--- config.mk ---
export PLATFORM = sky130hd
export DESIGN_NAME = simple_bus
export DESIGN_NICKNAME = d
export VERILOG_FILES = /design/src/rtl/simple_bus.sv
export SDC_FILE = /design/constraint.sdc
export NUM_CORES = 1
export LEC_CHECK = 0
export CORE_ASPECT_RATIO = 0.5
export CORE_MARGIN = 8
export CORE_UTILIZATION = 21
export CTS_BUF_LIST = sky130_fd_sc_hd__clkbuf_16
export DETAILED_ROUTE_END_ITERATION = 8
export MAX_ROUTING_LAYER = met4
export PLACE_DENSITY_LB_ADDON = 0.05
export SKIP_CTS_REPAIR_TIMING = 1
export SYNTH_ARGS = -nofsm -noshare
export SYNTH_HDL_FRONTEND = slang
export SYNTH_SLANG_ARGS = --single-unit
--- constraint.sdc ---
create_clock -name clk_i -period 4.22 [get_ports clk_i]
set_input_delay 0.844 -clock clk_i [delete_from_list [all_inputs] [get_ports clk_i]]
set_output_delay 0.844 -clock clk_i [all_outputs]
set_load 0.02 [all_outputs]
--- src/rtl/simple_bus.sv ---
// simple_bus: fixed-priority N-host to M-device bus with one-cycle response routing; define SIMPLE_BUS_DECODE_ERR_EN to flag unmapped accesses with an error
module simple_bus #(
  parameter int NrDevices    = 1,
  parameter int NrHosts      = 1,
  parameter int DataWidth    = 32,
  parameter int AddressWidth = 32
) (
  input  logic                      clk_i,
  input  logic                      rst_ni,
  input  logic                      host_req_i           [NrHosts],
  input  logic                      host_we_i            [NrHosts],
  input  logic [AddressWidth-1:0]   host_addr_i          [NrHosts],
  input  logic [DataWidth/8-1:0]    host_be_i            [NrHosts],
  input  logic [DataWidth-1:0]      host_wdata_i         [NrHosts],
  output logic                      host_gnt_o           [NrHosts],
  output logic                      host_rvalid_o        [NrHosts],
  output logic                      host_err_o           [NrHosts],
  output logic [DataWidth-1:0]      host_rdata_o         [NrHosts],
  output logic                      device_req_o         [NrDevices],
  output logic                      device_we_o          [NrDevices],
  output logic [AddressWidth-1:0]   device_addr_o        [NrDevices],
  output logic [DataWidth/8-1:0]    device_be_o          [NrDevices],
  output logic [DataWidth-1:0]      device_wdata_o       [NrDevices],
  input  logic                      device_rvalid_i      [NrDevices],
  input  logic                      device_err_i         [NrDevices],
  input  logic [DataWidth-1:0]      device_rdata_i       [NrDevices],
  input  logic [AddressWidth-1:0]   cfg_device_addr_base [NrDevices],
  input  logic [AddressWidth-1:0]   cfg_device_addr_mask [NrDevices]
);
  localparam int HW = NrHosts > 1 ? $clog2(NrHosts) : 1;
  localparam int DW = NrDevices > 1 ? $clog2(NrDevices) : 1;
`ifdef SIMPLE_BUS_DECODE_ERR_EN
  localparam logic DecodeErr = 1'b1;
`else
  localparam logic DecodeErr = 1'b0;
`endif
  logic                    any_req, dev_hit, pend_q, hit_q;
  logic [HW-1:0]           host_sel, host_q;
  logic [DW-1:0]           dev_sel, dev_q;
  logic [AddressWidth-1:0] addr;
  logic                    rsp_valid, rsp_err;
  logic [DataWidth-1:0]    rsp_rdata;
  // fixed-priority arbiter: scanning downwards leaves the lowest requesting index selected
  always_comb begin
    any_req  = 1'b0;
    host_sel = '0;
    for (int i = NrHosts - 1; i >= 0; i--) begin
      if (host_req_i[i]) begin
        any_req  = 1'b1;
        host_sel = HW'(i);
      end
    end
  end
  assign addr = any_req ? host_addr_i[host_sel] : '0;
  // address decode: lowest matching device wins when windows overlap
  always_comb begin
    dev_hit = 1'b0;
    dev_sel = '0;
    for (int d = NrDevices - 1; d >= 0; d--) begin
      if ((addr & cfg_device_addr_mask[d]) == cfg_device_addr_base[d]) begin
        dev_hit = 1'b1;
        dev_sel = DW'(d);
      end
    end
  end
  // grant to the winner and broadcast its request to every device, zeroed when idle
  always_comb begin
    for (int i = 0; i < NrHosts; i++) host_gnt_o[i] = any_req && host_sel == HW'(i);
    for (int d = 0; d < NrDevices; d++) begin
      device_req_o[d]   = any_req && dev_hit && dev_sel == DW'(d);
      device_we_o[d]    = any_req && host_we_i[host_sel];
      device_addr_o[d]  = addr;
      device_be_o[d]    = any_req ? host_be_i[host_sel] : '0;
      device_wdata_o[d] = any_req ? host_wdata_i[host_sel] : '0;
    end
  end
  // remember who was granted and which device (if any) owes the response
  always_ff @(posedge clk_i or negedge rst_ni) begin
    if (!rst_ni) begin
      pend_q <= 1'b0;
      hit_q  <= 1'b0;
      host_q <= '0;
      dev_q  <= '0;
    end else begin
      pend_q <= any_req;
      hit_q  <= dev_hit;
      host_q <= host_sel;
      dev_q  <= dev_sel;
    end
  end
  // unmapped accesses complete on their own; mapped ones relay the device response
  always_comb begin
    rsp_valid = pend_q && (hit_q ? device_rvalid_i[dev_q] : 1'b1);
    rsp_err   = pend_q && (hit_q ? device_err_i[dev_q] : DecodeErr);
    rsp_rdata = (pend_q && hit_q) ? device_rdata_i[dev_q] : '0;
  end
  // steer the response to the owning host only
  always_comb begin
    for (int i = 0; i < NrHosts; i++) begin
      host_rvalid_o[i] = rsp_valid && host_q == HW'(i);
      host_err_o[i]    = rsp_err && host_q == HW'(i);
      host_rdata_o[i]  = host_q == HW'(i) ? rsp_rdata : '0;
    end
  end
endmodule

==> summary.md <==
| Metric | Value |
|---|---|
| Status | `completed` |
| Nets@finish | `635` |
| IO Port Bufs | `274` |
| Critical path endpoint category | `output port` |
| Largest family of logic cells by synthesized area | `simple AND/OR/NAND/NOR gates` |
| Post-synth ARST share | `100%` |
| Setup violations, final | `0` |
| Top FF cell, synth | `dfrtp_1` |
| Total I/O pin count | `275` |
| Cell-internal power | `376 uW` |
| Layout overhead on the synthesized area | `214%` |
| Switching pwr | `148 uW` |
| Site Rows | `20` |
| Crit path to | `device_req_o` |
| Initial Util | `21.9%` |
| Xor-xnor portion of the synthesized cell area | `20.9%` |
| Most used cell, CP | `clkdlybuf4s50_1` |
| Fmax | `0.260 GHz` |
| Final period util | `91.1%` |
| Count leader, synth | `and2_1` |
| CTS sink cnt | `2` |
| Max cap viols | `0` |
| Diodes inserted | `0` |
| Syn nets | `371` |
| Post-layout util | `68.7%` |
| All-Layer GR Usage | `19.9%` |
| Final wirelength | `9840 um` |
| H-tree levels | `1` |
| Seq pwr share | `4.4%` |
| Detailed Place HPWL | `8780 um` |
| CP max stage cell | `clkdlybuf4s50_1` |
| CTS Buffer Depth | `2` |
| Worst vdd ir | `0.000101 V` |
| Worst hold margin | `0.793 ns` |
| Root buf cell | `clkbuf_16` |
| Synth Cell Area | `1340 um^2` |
| Largest net degree at the start of global routing | `59` |
| CP max FO | `2` |
| Dpl ws | `0.336 ns` |
| Slew @ Worst Pin | `0.733 ns` |
| Pleak | `1.64 nW` |
| Critical Path Max Stage Delay | `0.66 ns` |
| Die Area | `9360 um^2` |
| Tot Pwr | `524 uW` |
| Clk slew on worst S/H paths | `0.03 ns` |
| Critical Path, Cell by Cell | `clkdlybuf4s50_1, nand3_1, xnor2_1, nor4_1, nand4_1, nor3_2, clkdlybuf4s50_1` |
| Placer Congestion | `0.900` |
| Layout cell share with drive strength beyond 1 | `3.24%` |
| Drt pass-1 iters | `4` |
| Cell taking the most area after synthesis | `and2_1` |
| Vias in the first global route | `2607` |
| Core ar. | `6130 um^2` |
| Routed vias | `2371` |
| Sw Share | `28.3%` |
| Mux share of post-synthesis cell area | `0%` |
| Required time of the critical path | `3.38 ns` |
| Fillers | `509` |
| Synth Area in Simple Gates | `67.8%` |
| Compound-Gate Fraction of Synth Area | `0.559%` |
| TritonCTS Buffers | `3` |
| Initial antenna violation count | `0` |
| Non-filler cells, final | `551` |
| Top cell type's share of synthesized area | `32.2%` |
| PwrDens | `124 nW/um^2` |
| Post-route setup TNS | `0 ns` |
| Final Critical Period | `3.85 ns` |
| Synthesized flop and latch total | `2` |
| Slew margin rel. | `51.1%` |
| Syn Inst Count | `201` |
| Post-synth top cells | `and2_1, and3_1, xnor2_1, nand3_1, clkbuf_1` |
| Post-synth EDFFs | `0` |
| DR vias/cell | `4.30` |
| Top cells by area, synth | `and2_1, xnor2_1, and3_1` |
| Clock power frac | `26.7%` |
| CP startpoint kind | `input port` |
| Post-layout worst setup margin | `0.374 ns` |
| Unique masters post-synth | `17` |
| CTS tree | `yes` |
| ANT nets after route | `0` |
| Register area share after synthesis | `3.73%` |
| Dpl cell area | `4140 um^2` |
| Die H | `72.5 um` |
| Chip width | `129 um` |
| Post-Synth Adder-Cell Area | `0%` |
| Global-route wire length before repair | `14100 um` |
| Yosys warns | `0` |
| DRT iter0 DRCs | `22` |
| Final hold vios | `0` |
| # placed instances | `548` |
| Source of the critical timing path | `host_addr_i[26]` |
| Comb power frac | `68.9%` |
| Per-cell routed wire length | `17.9 um` |
| Post-route DRC violation count | `0` |
| Tightest Hold Check Type | `in2async` |
| Worst Path Arrival | `3.00 ns` |
| Avg Cell Area, Syn | `6.68 um^2` |
| Setup repair after global routing missed its margin | `false` |
| Overflow after GRT | `0` |
| Final Max Tran Viols | `0` |
| Cell area after layout | `4210 um^2` |
| Setup CP Type | `in2out` |
-- worst min path at each step --
stage | to | slack [ns] | depth (start not counted)
floorplan | hit_q | 0.55 | 0
global placement | hit_q | 1.01 | 1
detailed placement | hit_q | 1.02 | 1
CTS | pend_q | 0.79 | 1
global route | pend_q | 0.81 | 1
finish | pend_q | 0.79 | 1
-- layout by cell type, fill, tap and decap left out --
cell,Yosys,routed
clkdlybuf4s50_1,0,273
and2_1,69,69
and3_1,33,33
xnor2_1,32,32
nand3_1,25,25
nor4_1,8,8
nand3_2,7,7
clkbuf_16,0,3
inv_1,2,2
nand4_1,2,2
dfrtp_1,2,2
buf_4,1,2
a21boi_0,1,1
nor2_1,1,1
nor3_2,1,1
buf_2,1,1
buf_12,0,1
-- routing by layer --
layer,track usage (%),routed length (um),vias up
li1,-,-,1201
met1,17.1,3210,1050
met2,41.0,5530,112
met3,7.75,1020,8
met4,3.35,76,0
met5,-,0,-
-- sequential cells by signal, summed over array words and instances (netlist names) --
register,cells
hit_q,1
pend_q,1
-- worst max-delay path, delay by kind of cell --
kind          cells  cell delay [ns]
buf+inv           2             1.14
xor+xnor          1             0.15
simple gates      4             0.86
-- power by group through the flow --
| stage | registers, mW | clock network, mW | logic, mW |
|---|---|---|---|
| after floorplan | 0.0205 | 0 | 0.122 |
| after global placement | 0.0230 | 0 | 0.358 |
| after detailed placement | 0.0231 | 0 | 0.362 |
| after CTS | 0.0230 | 0.142 | 0.365 |
| after global routing | 0.0234 | 0.144 | 0.384 |
| final | 0.0230 | 0.140 | 0.361 |
-- kinds of logic after synthesis --
family,Yosys count
AND/OR/NAND/NOR,146
flip-flops,2
AO/OA/AOI/OAI,1
XOR/XNOR,32
buffers and inverters,20
-- cell type report --
| class | count | area [um^2] | share of cell area [%] |
|---|---|---|---|
| Clock buffer | 3 | 75.1 | 1.78 |
| Tap cell | 88 | 110 | 2.61 |
| Sequential cell | 2 | 50.0 | 1.19 |
| Timing Repair Buffer | 277 | 2770 | 65.8 |
| Multi-Input combinational cell | 179 | 1200 | 28.4 |
| Inverter | 2 | 7.51 | 0.178 |
(Power assumes the default switching activity.)
